===== src/rtl/alu_issue_stage.sv =====
// ID/EX issue stage: operand forwarding, load-use hazard detection and the
// registered ALU operand/control bundle, with a saturating load-use stall counter.
module alu_issue_stage #(
  parameter int XLEN     = 32,
  parameter int OP_SEL_W = 4,
  parameter int BR_SEL_W = 3,
  parameter int CNT_W    = 16
) (
  input  logic                clk_i,
  input  logic                rst_n_i,
  input  logic                id_valid_i,
  output logic                id_ready_o,
  input  logic [XLEN-1:0]     id_pc_i,
  input  logic [4:0]          id_rs1_i,
  input  logic [4:0]          id_rs2_i,
  input  logic [4:0]          id_rd_i,
  input  logic [XLEN-1:0]     id_rs1_data_i,
  input  logic [XLEN-1:0]     id_rs2_data_i,
  input  logic [XLEN-1:0]     id_imm_i,
  input  logic [1:0]          id_a_sel_i,
  input  logic                id_b_imm_i,
  input  logic [OP_SEL_W-1:0] id_op_sel_i,
  input  logic [BR_SEL_W-1:0] id_branch_sel_i,
  input  logic                id_reg_write_i,
  input  logic                id_is_load_i,
  input  logic [XLEN-1:0]     ex_result_i,
  input  logic                mem_valid_i,
  input  logic                mem_reg_write_i,
  input  logic [4:0]          mem_rd_i,
  input  logic [XLEN-1:0]     mem_result_i,
  input  logic                wb_valid_i,
  input  logic                wb_reg_write_i,
  input  logic [4:0]          wb_rd_i,
  input  logic [XLEN-1:0]     wb_data_i,
  input  logic                ex_hold_i,
  input  logic                flush_i,
  output logic                ex_valid_o,
  output logic [XLEN-1:0]     ex_pc_o,
  output logic [XLEN-1:0]     ex_a_o,
  output logic [XLEN-1:0]     ex_b_o,
  output logic [XLEN-1:0]     ex_store_data_o,
  output logic [OP_SEL_W-1:0] ex_op_sel_o,
  output logic [BR_SEL_W-1:0] ex_branch_sel_o,
  output logic [4:0]          ex_rd_o,
  output logic                ex_reg_write_o,
  output logic                ex_is_load_o,
  output logic [CNT_W-1:0]    stall_cnt_o
);

  typedef struct packed {
    logic                valid;
    logic [XLEN-1:0]     pc;
    logic [XLEN-1:0]     a;
    logic [XLEN-1:0]     b;
    logic [XLEN-1:0]     store_data;
    logic [OP_SEL_W-1:0] op_sel;
    logic [BR_SEL_W-1:0] br_sel;
    logic [4:0]          rd;
    logic                reg_write;
    logic                is_load;
  } ex_t;

  ex_t             ex_q, ex_d;
  logic [CNT_W-1:0] cnt_q, cnt_d;
  logic            hazard;
  logic [XLEN-1:0] rs1_fwd, rs2_fwd, a_val;

  // A load in EX has no result yet, so it is excluded from EX forwarding.
  function automatic logic [XLEN-1:0] forward(input logic [4:0] r,
                                              input logic [XLEN-1:0] rf_data);
    if (r == 5'd0)
      return '0;
    else if (ex_q.valid && ex_q.reg_write && !ex_q.is_load && ex_q.rd == r)
      return ex_result_i;
    else if (mem_valid_i && mem_reg_write_i && mem_rd_i == r)
      return mem_result_i;
    else if (wb_valid_i && wb_reg_write_i && wb_rd_i == r)
      return wb_data_i;
    else
      return rf_data;
  endfunction

  assign hazard = ex_q.valid && ex_q.is_load && (ex_q.rd != 5'd0) && id_valid_i &&
                  ((ex_q.rd == id_rs1_i) || (ex_q.rd == id_rs2_i));

  assign id_ready_o = rst_n_i && (flush_i || (!ex_hold_i && !hazard));

  always_comb begin
    rs1_fwd = forward(id_rs1_i, id_rs1_data_i);
    rs2_fwd = forward(id_rs2_i, id_rs2_data_i);
    case (id_a_sel_i)
      2'd0:    a_val = rs1_fwd;
      2'd1:    a_val = id_pc_i;
      default: a_val = '0;
    endcase
  end

  always_comb begin
    ex_d  = ex_q;
    cnt_d = cnt_q;
    if (flush_i) begin
      ex_d = '0;
    end else if (!ex_hold_i) begin
      if (hazard) begin
        ex_d = '0;
        if (cnt_q != '1)
          cnt_d = cnt_q + {{(CNT_W-1){1'b0}}, 1'b1};
      end else if (id_valid_i) begin
        ex_d.valid      = 1'b1;
        ex_d.pc         = id_pc_i;
        ex_d.a          = a_val;
        ex_d.b          = id_b_imm_i ? id_imm_i : rs2_fwd;
        ex_d.store_data = rs2_fwd;
        ex_d.op_sel     = id_op_sel_i;
        ex_d.br_sel     = id_branch_sel_i;
        ex_d.rd         = id_rd_i;
        ex_d.reg_write  = id_reg_write_i;
        ex_d.is_load    = id_is_load_i;
      end else begin
        ex_d = '0;
      end
    end
  end

  always_ff @(posedge clk_i or negedge rst_n_i) begin
    if (!rst_n_i) begin
      ex_q  <= '0;
      cnt_q <= '0;
    end else begin
      ex_q  <= ex_d;
      cnt_q <= cnt_d;
    end
  end

  assign ex_valid_o      = ex_q.valid;
  assign ex_pc_o         = ex_q.pc;
  assign ex_a_o          = ex_q.a;
  assign ex_b_o          = ex_q.b;
  assign ex_store_data_o = ex_q.store_data;
  assign ex_op_sel_o     = ex_q.op_sel;
  assign ex_branch_sel_o = ex_q.br_sel;
  assign ex_rd_o         = ex_q.rd;
  assign ex_reg_write_o  = ex_q.reg_write;
  assign ex_is_load_o    = ex_q.is_load;
  assign stall_cnt_o     = cnt_q;

endmodule

===== config.mk =====
export PLATFORM = sky130hd
export DESIGN_NAME = alu_issue_stage
export DESIGN_NICKNAME = d
export VERILOG_FILES = /design/src/rtl/alu_issue_stage.sv
export SDC_FILE = /design/constraint.sdc
export NUM_CORES = 1
export LEC_CHECK = 0
export CAP_MARGIN = 0
export CORE_AREA = 2 2 167 169
export DETAILED_ROUTE_END_ITERATION = 10
export DIE_AREA = 0 0 169 171
export PLACE_DENSITY = 0.77
export SYNTH_ARGS = -nofsm -noshare
export SYNTH_HDL_FRONTEND = slang
export SYNTH_SLANG_ARGS = --single-unit

===== constraint.sdc =====
create_clock -name clk_i -period 2.2 [get_ports clk_i]
set_input_delay 0.44 -clock clk_i [delete_from_list [all_inputs] [get_ports clk_i]]
set_output_delay 0.44 -clock clk_i [all_outputs]
set_load 0.005 [all_outputs]

# After elaboration in Yosys (flattened, before gate mapping)
# Index checks and enable logic that the tools add are counted.
# word_totals
rom_bits,0
wordCells,63
ram_bits,0
register_bits,159
n_memories,0
output_inout_bits,160
in_bits,270
latchBits,0
# op_classes
n_addsub,1
muxes,14
shift,0
order_cmp,0
n_div,0
eq_ne,9
reduce_logical,26
mul,0
bitwise,2
# ops
operator,count
143-bit 2-to-1 mux,4
32-bit 2-to-1 mux,9
32-bit one-hot mux with 2 select lines,1
5-bit equality test,6
16-bit by 1-bit adder with 16-bit output (second input constant),1
1-bit logical AND,16
16-bit != test (second input constant),1
5-bit logical NOT,2
5-bit nonzero test,1
4-bit AND reduction,1
1-bit logical NOT,3
2-bit by 1-bit equality test with 1-bit output (second input constant),1
2-bit logical NOT,1
1-bit logical OR,2
2-bit by 1-bit != test with 1-bit output (second input constant),1
1-bit NOT,2

# Depth between registers and ports, before layout
# Gate-level depths: netlist of the first run.
# logic_depth
word_depth,11
depth_mapped,10
depth_no_buf,7

# Worst setup path before layout of the first run
# No wires, ideal clock.
# synth_path
path_kind,reg-to-output
from,register ex_q (netlist bit ex_rd_o[4])
to,output port id_ready_o
slack_ns,0.064
t_arrival_ns,1.696
stages_incl_launch_ff,9
required_time_ns,1.760
path_cell_list,dfrtp_1 xor2_1 nor3_2 and2_1 o21ai_2 buf_6 clkbuf_1 nor2b_1 o21a_1
# synth_via
elab_chain_len,8
# synth_lines
element,line,rtl
start: declaration,63,"ex_t ex_q, ex_d;"
start signal: assignment,127,ex_q <= '0;
start signal: assignment,130,ex_q <= ex_d;
5-bit nonzero test,83,assign hazard = ex_q.valid && ex_q.is_load && (ex_q.rd != 5'd0) && id_valid_i &&
1-bit logical AND (2 in series),83,
1-bit logical AND (*),83,
1-bit logical NOT (*),86,assign id_ready_o = rst_n_i && (flush_i || (!ex_hold_i && !hazard));
1-bit logical AND (*),86,
1-bit logical OR (*),86,
1-bit logical AND (*),86,
end: declaration,12,"output logic id_ready_o,"
# Every way passes the cells marked *; elsewhere a longest branch is shown, timed or not.

# Worst setup path after layout of the first run
# layout_path
from,register ex_q (netlist bit ex_rd_o[3])
to,output port id_ready_o
# The elaborated chain is that of the path after synthesis.

==> impl_metrics.env, run 1 <==
export IMPL_tightest_slew_ns=0.916
export IMPL_drc_errors=0
export IMPL_cts_num_sinks=159
export IMPL_cp_max_fo=3
export IMPL_die_x_um=169
export IMPL_synth_top_area_frac=0.462
export IMPL_rsz0062_at_grt="true"
export IMPL_overflow=0
export IMPL_yosysTopAreaCell="dfrtp_1"
export IMPL_syn_avg_cell_area_um2=10.2
export IMPL_cts_clk_slew_worst_paths_ns=0.08
export IMPL_firstDrtPassIters=5
export IMPL_ys_flop_type="dfrtp_1"
export IMPL_hold_viol_final=0
export IMPL_status="finished with violations"
export IMPL_antenna_found_initial=8
export IMPL_leakagePower_uw=0.00638
export IMPL_cp_slowest_stage_delay_ns=0.45
export IMPL_tritoncts="done"
export IMPL_numCtsBuffers=17
export IMPL_num_rows=61
export IMPL_syn_nets=1119
export IMPL_yosysSeqAreaShare=0.462
export IMPL_htree_levels=4
export IMPL_grt_use_total=0.289
export IMPL_start_util=0.315
export IMPL_final_max_slew_violation_count=0
export IMPL_dieArea_um2=28900
export IMPL_synth_edff_count=0
export IMPL_fmax_mhz=418
export IMPL_cap_violations=0
export IMPL_syn_cell_area_um2=8610
export IMPL_rr_endpoint="ex_a_o[9]$_DFFE_PN0P_"
export IMPL_ios=430
export IMPL_netlist_top_cells_count="159 x dfrtp_1, 57 x nor2_1, 54 x clkbuf_1, 52 x nand2_1, 50 x a32oi_1"
export IMPL_dp_hpwl_mm=32.5
export IMPL_setup_violations_final=123
export IMPL_synth_distinct_cells=48
export IMPL_finalCritPeriodShare=1.09
export IMPL_synth_cells=848
export IMPL_dr_total_vias=9632
export IMPL_total_power_uw=7520
export IMPL_fin_ws_ns=-0.194
export IMPL_fin_nets=1612
export IMPL_startpoint_type="flop"
export IMPL_power_density_nw_per_um2=497
export IMPL_crit_path_end_kind="output pin"
export IMPL_cp_startpoint="ex_rd_o[3]$_DFFE_PN0P_"
export IMPL_grt_max_degree=72
export IMPL_finalWeightedCongestion=0.929
export IMPL_ys_warn_count=0
export IMPL_arrival_ns=1.95
export IMPL_die_h_um=171
export IMPL_drt_wirelength_per_cell_um=25.3
export IMPL_cts_hold_buf=0
export IMPL_hold_path_class="input pin to asynchronous set/reset pin"
export IMPL_layout_drive_gt1_share=0.178
export IMPL_reg2regPathDepth=8
export IMPL_clock_latency_ns=0.42
export IMPL_stdcell_count=1707
export IMPL_drt_iter0_markers=929
export IMPL_peakVddDrop_mv=0.393
export IMPL_dpl_cell_count=1648
export IMPL_coreArea_um2=27300
export IMPL_antenna_left=0
export IMPL_yosys_top_cells_area="dfrtp_1 46%, a32oi_1 5.1%, a22o_1 4.7%"
export IMPL_min_period_ns=2.39
export IMPL_slowest_stage="dfrtp_1"
export IMPL_slew_headroom=0.390
export IMPL_r2r_setup_slack_ns=-0.15
export IMPL_drt_wl_total_mm=43.1
export IMPL_port_buffers=429
export IMPL_yosysMostFrequentCell="dfrtp_1"
export IMPL_critPathRequiredTime_ns=1.76
export IMPL_crit_chain="xor2_1, nor3_2, and2_4, o21ai_4, nor2b_1, o21a_1, buf_2"
export IMPL_hold_slack_ns=0.0441
export IMPL_rr_startpoint="ex_rd_o[2]$_DFFE_PN0P_"
export IMPL_fin_skew_ns=0.0116
export IMPL_cts_root_buf="clkbuf_16"
export IMPL_vias_per_cell=5.64
export IMPL_grt_pass1_vias=9666
export IMPL_area_delta_synth_final_pct=75.7
export IMPL_fill_cells=2410
export IMPL_ys_seq_elements=159
export IMPL_grt_pass1_wl_mm=61.9
export IMPL_crit_type="flop to output pin"
export IMPL_clockBufferDepth=2
export IMPL_failed_checks="setup timing"
export IMPL_synthArstFlopShare=1.00
through the flow:
| step | TNS [ns] | utilization | setup slack, ns | cell area (µm²) |
|---|---|---|---|---|
| after floorplan | 0 | - | 0.0638 | 8610 |
| after global placement | -124.24 | 0.513 | -1.05 | 14000 |
| after detailed placement | -126.59 | 0.513 | -1.01 | 14000 |
| after CTS | -17.71 | 0.547 | -0.195 | 14900 |
| after global routing | -21.95 | 0.553 | -0.300 | 15100 |
| final | -7.44 | 0.554 | -0.194 | 15100 |
worst max-delay path, delay by kind of cell (launching register included):
| kind | cells | cell delay [ns] |
|---|---|---|
| xor gates and xnor gates | 1 | 0.18 |
| buffers and inverters | 1 | 0.13 |
| and+or+nand+nor | 3 | 0.54 |
| DFF | 1 | 0.45 |
| AOI/OAI and AO/OA | 2 | 0.22 |
report_power, final:
part	switching, µW	internal [µW]	leakage [µW]
combinational	616	874	0.00393
sequential	70.3	3020	0.00218
clock	1450	1490	0.000269
total	2130	5390	0.00638
per-layer routing:
layer / global-route usage / share of wire
met2: 0.458 / 0.47
met1: 0.386 / 0.42
met5: 0 / 0.00030
met3: 0.0641 / 0.077
met4: 0.110 / 0.026
final cells by class:
type	count	area, µm²	area share
Inverter	1	3.75	0.000248
Clock buffer	18	429	0.0284
Clock inverter	14	129	0.00852
Antenna cell	7	17.5	0.00116
Multi-Input combinational cell	611	4600	0.304
Sequential cell	159	3980	0.263
Tap cell	346	433	0.0286
Timing Repair Buffer	551	5530	0.366
layout by cell type (no fill, tap or decap), drive strengths merged, types with 11 or more instances in the layout:
cell type	instances
a211o	31
a211oi	13
a22o	46
a31o	11
a32o	14
a32oi	50
buf	122
clkbuf	21
clkdlybuf4s50	409
dfrtp	159
dlygate4sd2	14
mux2	22
mux2i	39
nand2	52
nand3	13
nor2	57
nor3	44
o21ai	83
o221ai	21
or3	23
xnor2	29
xor2	16
sequential cells by signal, indices dropped and copies added, names as in the netlist, 3 cells and up:
signal	flops
ex_a_o	32
ex_b_o	32
ex_branch_sel_o	3
ex_op_sel_o	4
ex_pc_o	32
ex_rd_o	5
ex_store_data_o	32
stall_cnt_o	16
logic make-up after synthesis:
| kind of cell | after synthesis | share of synthesized area |
|---|---|---|
| buffers and inverters | 78 | 0.0426 |
| DFF | 159 | 0.462 |
| xor gates and xnor gates | 45 | 0.0458 |
| muxes | 61 | 0.0741 |
| and+or+nand+nor | 221 | 0.124 |
| adders and majority gates | 1 | 0.00145 |
| AOI/OAI and AO/OA | 283 | 0.249 |
worst max path at each step:
stage | endpoint | depth (start not counted)
global placement | ex_a_o[6]$_DFFE_PN0P_ | 9
floorplan | id_ready_o | 8
global route | id_ready_o | 7
CTS | id_ready_o | 7
detailed placement | ex_a_o[6]$_DFFE_PN0P_ | 9
finish | id_ready_o | 7
repair_timing:
item / in CTS / in global routing
endpoints found under the setup margin: 144 / 144
buffers inserted: 9 / 8
resized for setup: 71 / 30
gates cloned: 3 / 0
pin swaps: 12 / 3
No activity file was read; power rests on OpenSTA's default activity.
==> run 2: changes to the inputs <==
--- a/config.mk
+++ b/config.mk
@@ -6,10 +6,10 @@
 export NUM_CORES = 1
 export LEC_CHECK = 0
 export CAP_MARGIN = 0
-export CORE_AREA = 2 2 167 169
+export CORE_AREA = 2 2 166 168
 export DETAILED_ROUTE_END_ITERATION = 10
-export DIE_AREA = 0 0 169 171
-export PLACE_DENSITY = 0.77
+export DIE_AREA = 0 0 168 170
+export PLACE_DENSITY = 0.78
 export SYNTH_ARGS = -nofsm -noshare
 export SYNTH_HDL_FRONTEND = slang
 export SYNTH_SLANG_ARGS = --single-unit
==> run 2 against run 1 <==
  * Clock-buffer cell count shrank 1
  * Design area increased by 7.0%
  * Sequential power hardly changed
  * Final cell count is 1.4% higher
  * Routed wire length rose by 6.8%
  * Sequential share of layout area down 1.7 points
  * Clock skew increased by 0.0042 ns
  * Fmax increased by 1.1%
  * Highest routed layer unchanged
  * Critical path depth is the same
  * Non-clock buffer count is 31 higher
  * The run still ends with setup timing left
  * Largest cell class unchanged
==> impl_metrics.env, run 2 (synthesis gave the netlist of run 1 again) <==
export IMPL_numCtsBuffers=17
export IMPL_clockBufferDepth=2
export IMPL_coreArea_um2=26700
export IMPL_drc_errors=0
export IMPL_drt_wl_total_mm=46.1
export IMPL_drt_wirelength_per_cell_um=26.6
export IMPL_min_period_ns=2.37
export IMPL_slew_headroom=0.576
export IMPL_antenna_found_initial=6
export IMPL_finalCritPeriodShare=1.08
export IMPL_dieArea_um2=28600
export IMPL_ios=430
export IMPL_power_frac_comb=0.208
export IMPL_crit_type="flop to output pin"
export IMPL_overflow=0
export IMPL_start_util=0.323
export IMPL_final_max_slew_violation_count=0
export IMPL_rsz0062_at_grt="true"
export IMPL_cts_hold_buf=0
export IMPL_startpoint_type="flop"
export IMPL_grt_use_total=0.304
export IMPL_cell_internal_pwr_uw=5490
export IMPL_fmax_mhz=422
export IMPL_antenna_left=0
export IMPL_peakVddDrop_mv=0.409
export IMPL_rr_startpoint="ex_rd_o[2]$_DFFE_PN0P_"
export IMPL_cts_num_sinks=159
export IMPL_mostFrequentLayoutCell="clkdlybuf4s50_1"
export IMPL_dpl_cell_count=1658
export IMPL_fill_cells=2174
export IMPL_dp_hpwl_mm=33.6
export IMPL_die_x_um=168
export IMPL_fin_nets=1643
export IMPL_crit_chain="xor2_1, nor2_1, and2_4, o21ai_4, nor2b_1, o21a_1, buf_2"
export IMPL_failed_checks="setup timing"
export IMPL_hold_path_class="input pin to asynchronous set/reset pin"
export IMPL_cp_startpoint="ex_rd_o[0]$_DFFE_PN0P_"
export IMPL_power_density_nw_per_um2=479
export IMPL_status="finished with violations"
export IMPL_num_rows=60
export IMPL_tritoncts="done"
export IMPL_arrival_ns=1.93
export IMPL_hold_viol_final=0
export IMPL_path_buf_inv=1
export IMPL_p_seq_frac=0.398
export IMPL_dr_total_vias=9890
export IMPL_vias_per_cell=5.71
export IMPL_finalWeightedCongestion=0.933
export IMPL_htree_levels=4
export IMPL_grt_pass1_vias=9988
export IMPL_area_delta_synth_final_pct=88.1
export IMPL_cts_clk_slew_worst_paths_ns=0.08
export IMPL_critPathRequiredTime_ns=1.76
export IMPL_cap_violations=0
export IMPL_switchingPower_uw=2260
export IMPL_path_delay_family="flip-flops"
export IMPL_tightest_slew_ns=0.635
export IMPL_setup_violations_final=25
export IMPL_cts_root_buf="clkbuf_16"
export IMPL_fin_skew_ns=0.0158
export IMPL_grt_max_degree=83
export IMPL_die_h_um=170
export IMPL_crit_path_end_kind="output pin"
export IMPL_slowest_stage="dfrtp_2"
export IMPL_cp_depth=7
export IMPL_layout_common_cells="408 x clkdlybuf4s50_1, 156 x dfrtp_1, 86 x buf_4"
export IMPL_port_buffers=429
export IMPL_hold_slack_ns=0.0729
export IMPL_cp_max_fo=4
export IMPL_grt_pass1_wl_mm=64.1
export IMPL_power_frac_clock=0.394
export IMPL_fin_ws_ns=-0.168
export IMPL_layout_drive_gt1_share=0.239
export IMPL_firstDrtPassIters=5
export IMPL_reg2regPathDepth=11
export IMPL_stdcell_count=1731
export IMPL_cp_slowest_stage_delay_ns=0.49
export IMPL_clock_latency_ns=0.43
export IMPL_netSwitchingFraction=0.291
export IMPL_leakagePower_uw=0.00676
export IMPL_drt_iter0_markers=877
==> run 2: changes by cell type in the layout (fill, tap and decap cells not counted), moves of 10 or more <==
cell / delta
o21ai_0: -22
nor2_1: -15
o21ai_2: +10
o21ai_1: +12
buf_6: +17
nor2_4: +11
==> run 2: final cells by class <==
class                      instances  area [µm²]  area share
sequential                       159        3980       0.246
tap                              341         427      0.0264
inverter                           1        3.75    0.000232
clock inverter                    15         169      0.0104
multi-input combinational        611        5090       0.315
clock buffer                      17         425      0.0263
timing repair buffer             582        6080       0.375
antenna                            5        12.5    0.000773
==> run 2: layer usage <==
layer / GRT usage / part of all wire
met1: 0.385 / 0.41
met2: 0.497 / 0.48
met3: 0.0651 / 0.072
met4: 0.142 / 0.038
met5: 0 / 0.00028
==> run 2: worst paths after layout <==
check / end / slack [ns]
min reg2reg: ex_store_data_o[23]$_DFFE_PN0P_ / 0.48
max reg2reg: ex_a_o[18]$_DFFE_PN0P_ / -0.12
min: ex_store_data_o[31]$_DFFE_PN0P_ / 0.07
max: id_ready_o / -0.17
max in group asynchronous: ex_b_o[25]$_DFFE_PN0P_ / 1.06
min in group clk_i: ex_store_data_o[23]$_DFFE_PN0P_ / 0.48
==> run 2: power groups by stage <==
| stage | registers [µW] | clock network (µW) | logic [µW] |
|---|---|---|---|
| 6_report | 3090 | 3050 | 1610 |
| 2_1_floorplan | 3140 | 0 | 351 |
| 5_1_grt | 3100 | 3210 | 1690 |
| 3_3_place_gp | 3140 | 0 | 1440 |
| 4_1_cts | 3090 | 3090 | 1550 |
| 3_5_place_dp | 3140 | 0 | 1450 |
==> run 2: timing repair <==
action	CTS	global route
setup buffers	15	14
pin swaps	36	38
cloned	7	6
gates resized for setup	155	112
setup endpoints to repair	144	144
==> run 2: stage by stage <==
stage / power (µW) / utilization / TNS [ns] / setup WS (ns) / area [µm²]
after floorplan: 3490 / - / 0 / 0.0638 / 8610
after global placement: 4580 / 0.531 / -122.77 / -1.04 / 14200
after detailed placement: 4590 / 0.531 / -125.83 / -1.05 / 14200
after CTS: 7720 / 0.584 / -1.21 / -0.161 / 15600
after global routing: 8000 / 0.608 / -3.16 / -0.222 / 16200
final: 7750 / 0.608 / -1.22 / -0.168 / 16200
==> run 2: worst register-to-register path: cells and delay by family, from the launching register on <==
family,cells,cell delay [ns]
buffers and inverters,5,0.71
DFF,1,0.43
and+or+nand+nor,3,0.40
xor gates and xnor gates,1,0.16
AOI/OAI and AO/OA,2,0.55
==> run 3: changes to the inputs <==
--- a/config.mk
+++ b/config.mk
@@ -6,10 +6,10 @@
 export NUM_CORES = 1
 export LEC_CHECK = 0
 export CAP_MARGIN = 0
-export CORE_AREA = 2 2 166 168
+export CORE_AREA = 2 2 167 169
 export DETAILED_ROUTE_END_ITERATION = 10
-export DIE_AREA = 0 0 168 170
-export PLACE_DENSITY = 0.78
+export DIE_AREA = 0 0 169 171
+export PLACE_DENSITY = 0.77
 export SYNTH_ARGS = -nofsm -noshare
 export SYNTH_HDL_FRONTEND = slang
 export SYNTH_SLANG_ARGS = --single-unit
==> results of run 3 <==
No change in the layout: final DEF, timing and power equal those of run 1.
==> RTL edit: new RTL, config.mk and constraints of run 1 <==
`XLEN`: 32 -> 36.
--- a/src/rtl/alu_issue_stage.sv
+++ b/src/rtl/alu_issue_stage.sv
@@ -1,7 +1,7 @@
 // ID/EX issue stage: operand forwarding, load-use hazard detection and the
 // registered ALU operand/control bundle, with a saturating load-use stall counter.
 module alu_issue_stage #(
-  parameter int XLEN     = 32,
+  parameter int XLEN     = 36,
   parameter int OP_SEL_W = 4,
   parameter int BR_SEL_W = 3,
   parameter int CNT_W    = 16
Ports: changed (11 resized); port bits go from 430 to 474. The function was not compared with the original's and may differ.
==> RTL edit against run 1 <==
- the run still ends with negative setup slack left
- sequential power rose by 10%
- synthesized area increased by 18%
- critical path depth increased by 5
- design area is 21% higher
- setup slack better by 0.019 ns
- sequential cell count is 16 higher
- fmax increased by 0.80%
- wire length up 27%
- total power grew 12%
- largest power group unchanged
- highest routed layer unchanged
==> RTL edit: results (changes against run 1) <==
| Stage | Parameter | Value | Change |
| --- | --- | --- | --- |
| synth | Number of standard cells after synthesis | 1110 | +31% |
| global route | Via count of the first global-routing pass | 12200 | +26% |
| synth | Top cells by area in the synthesized netlist | sky130_fd_sc_hd__dfrtp_1, sky130_fd_sc_hd__nand3_1, sky130_fd_sc_hd__a22o_1 |  |
| run status | Run status | finished, violations left |  |
| route | Via/cell ratio | 6.17 | +9.3% |
| synth | Share of synthesized area occupied by flip-flops and latches | 43.1% | -3.2 points |
| layout | Share of cells above drive strength 1 | 21.8% | +4.0 points |
| timing | Final WS setup | -0.175 ns | +0.0191 ns |
| global route | Combined global-route utilization of all metal layers | 36.1% | +7.2 points |
| place | Worst setup timing slack at the placement stage | -0.772 ns | +0.235 ns |
| route | Total iterations of the first detailed-routing run | 7 | +2 |
| clock tree | Count of instances resized after the clock tree is built | 122 | +72% |
| timing | Hold Slack | 0.0942 ns | +0.0500 ns |
| place | Buffers on Ports | 473 | +10% |
| place | DP Cell Count | 1964 | +19% |
| clock tree | Post-CTS setup buffer count | 26 | +17 |
| run status | Failing checks | negative setup slack |  |
| critical path | Cell with the largest stage delay on the worst path | sky130_fd_sc_hd__dfrtp_2 |  |
| place | Detailed placer's ending HPWL | 39.4 mm | +21% |
| critical path | Critical path capture point | ex_b_o[11]$_DFFE_PN0P_ |  |
| place | Cell Area, Placed | 16300 um2 | +16% |
| timing | Slew of the pin with the lowest slew margin | 0.830 ns | -0.0856 ns |
| timing | Setup-violating endpoint count in the final report | 67 | -46% |
| route | Iter 0 DRT Violations | 1412 | +52% |
| synth | Synth Net Count | 1409 | +26% |
| layout | Nets@finish | 1973 | +22% |
| pwr | Worst VDD drop | 0.000336 V | -14% |
| global route | Maximum number of pins on one net before global-route repair | 114 | +58% |
| route | Vias | 12600 | +31% |
| route | Routed length per instance | 26.8 um | +5.9% |
| critical path | Max Fanout on Critical Path | 7 | +4 |
| global route | Wire length of the first global-routing pass | 77.7 mm | +25% |
| global route | Initial antenna violation count | 10 | +2 |
[RTL edit: cell count changes in the layout (fill, tap and decap cells not counted), sizes merged, moves of 24 or more]
| cell | change |
|---|---|
| buf | +56 |
| o21bai | +36 |
| clkdlybuf4s50 | +48 |
| nand2 | +80 |
| nand3 | +116 |
| a211o | -31 |
| and3 | +40 |
| a211oi | +24 |
| mux2i | -39 |
| a32oi | -44 |
| inv | +28 |
| a311oi | +31 |
| a2bb2oi | +57 |
| nor2 | -32 |
[RTL edit: per-layer routing]
| metal | wire (um) | up-vias | global-route usage, % |
|---|---|---|---|
| li1 | - | 5326 | - |
| met1 | 20800 | 6103 | 46.0 |
| met2 | 25600 | 952 | 58.2 |
| met3 | 5580 | 210 | 7.98 |
| met4 | 2760 | 2 | 17.9 |
| met5 | 13 | - | 0 |
[RTL edit: where the power goes]
part / switching (mW) / leakage (nW) / total [mW] / internal [mW]
combinational: 0.853 / 5.29 / 1.91 / 1.06
sequential: 0.0749 / 2.39 / 3.40 / 3.32
clock: 1.57 / 0.284 / 3.09 / 1.51
total: 2.50 / 7.96 / 8.40 / 5.90
[RTL edit: kinds of logic (layout without fill, tap and decap cells)]
| logic type | count (synthesis) | count (layout) | share of synthesized area, % |
|---|---|---|---|
| flops | 175 | 175 | 43.1 |
| compound gates | 347 | 347 | 27.8 |
| xor+xnor | 45 | 45 | 3.88 |
| other cells | 0 | 9 | 0 |
| mux | 1 | 1 | 0.111 |
| simple gates | 405 | 405 | 19.4 |
| buf+inv | 136 | 713 | 5.56 |
| fa+ha+maj | 1 | 1 | 0.123 |
[RTL edit: layout make-up]
class                   count  area (um2)
flip-flops and latches    175        4380
inverters                  28         105
fillers                  2109        8980
well taps                 346         433
multi-input cells         799        6080
clock buffers              17         425
diodes                      9        22.5
clock inverters            15         146
repair buffers            653        6740
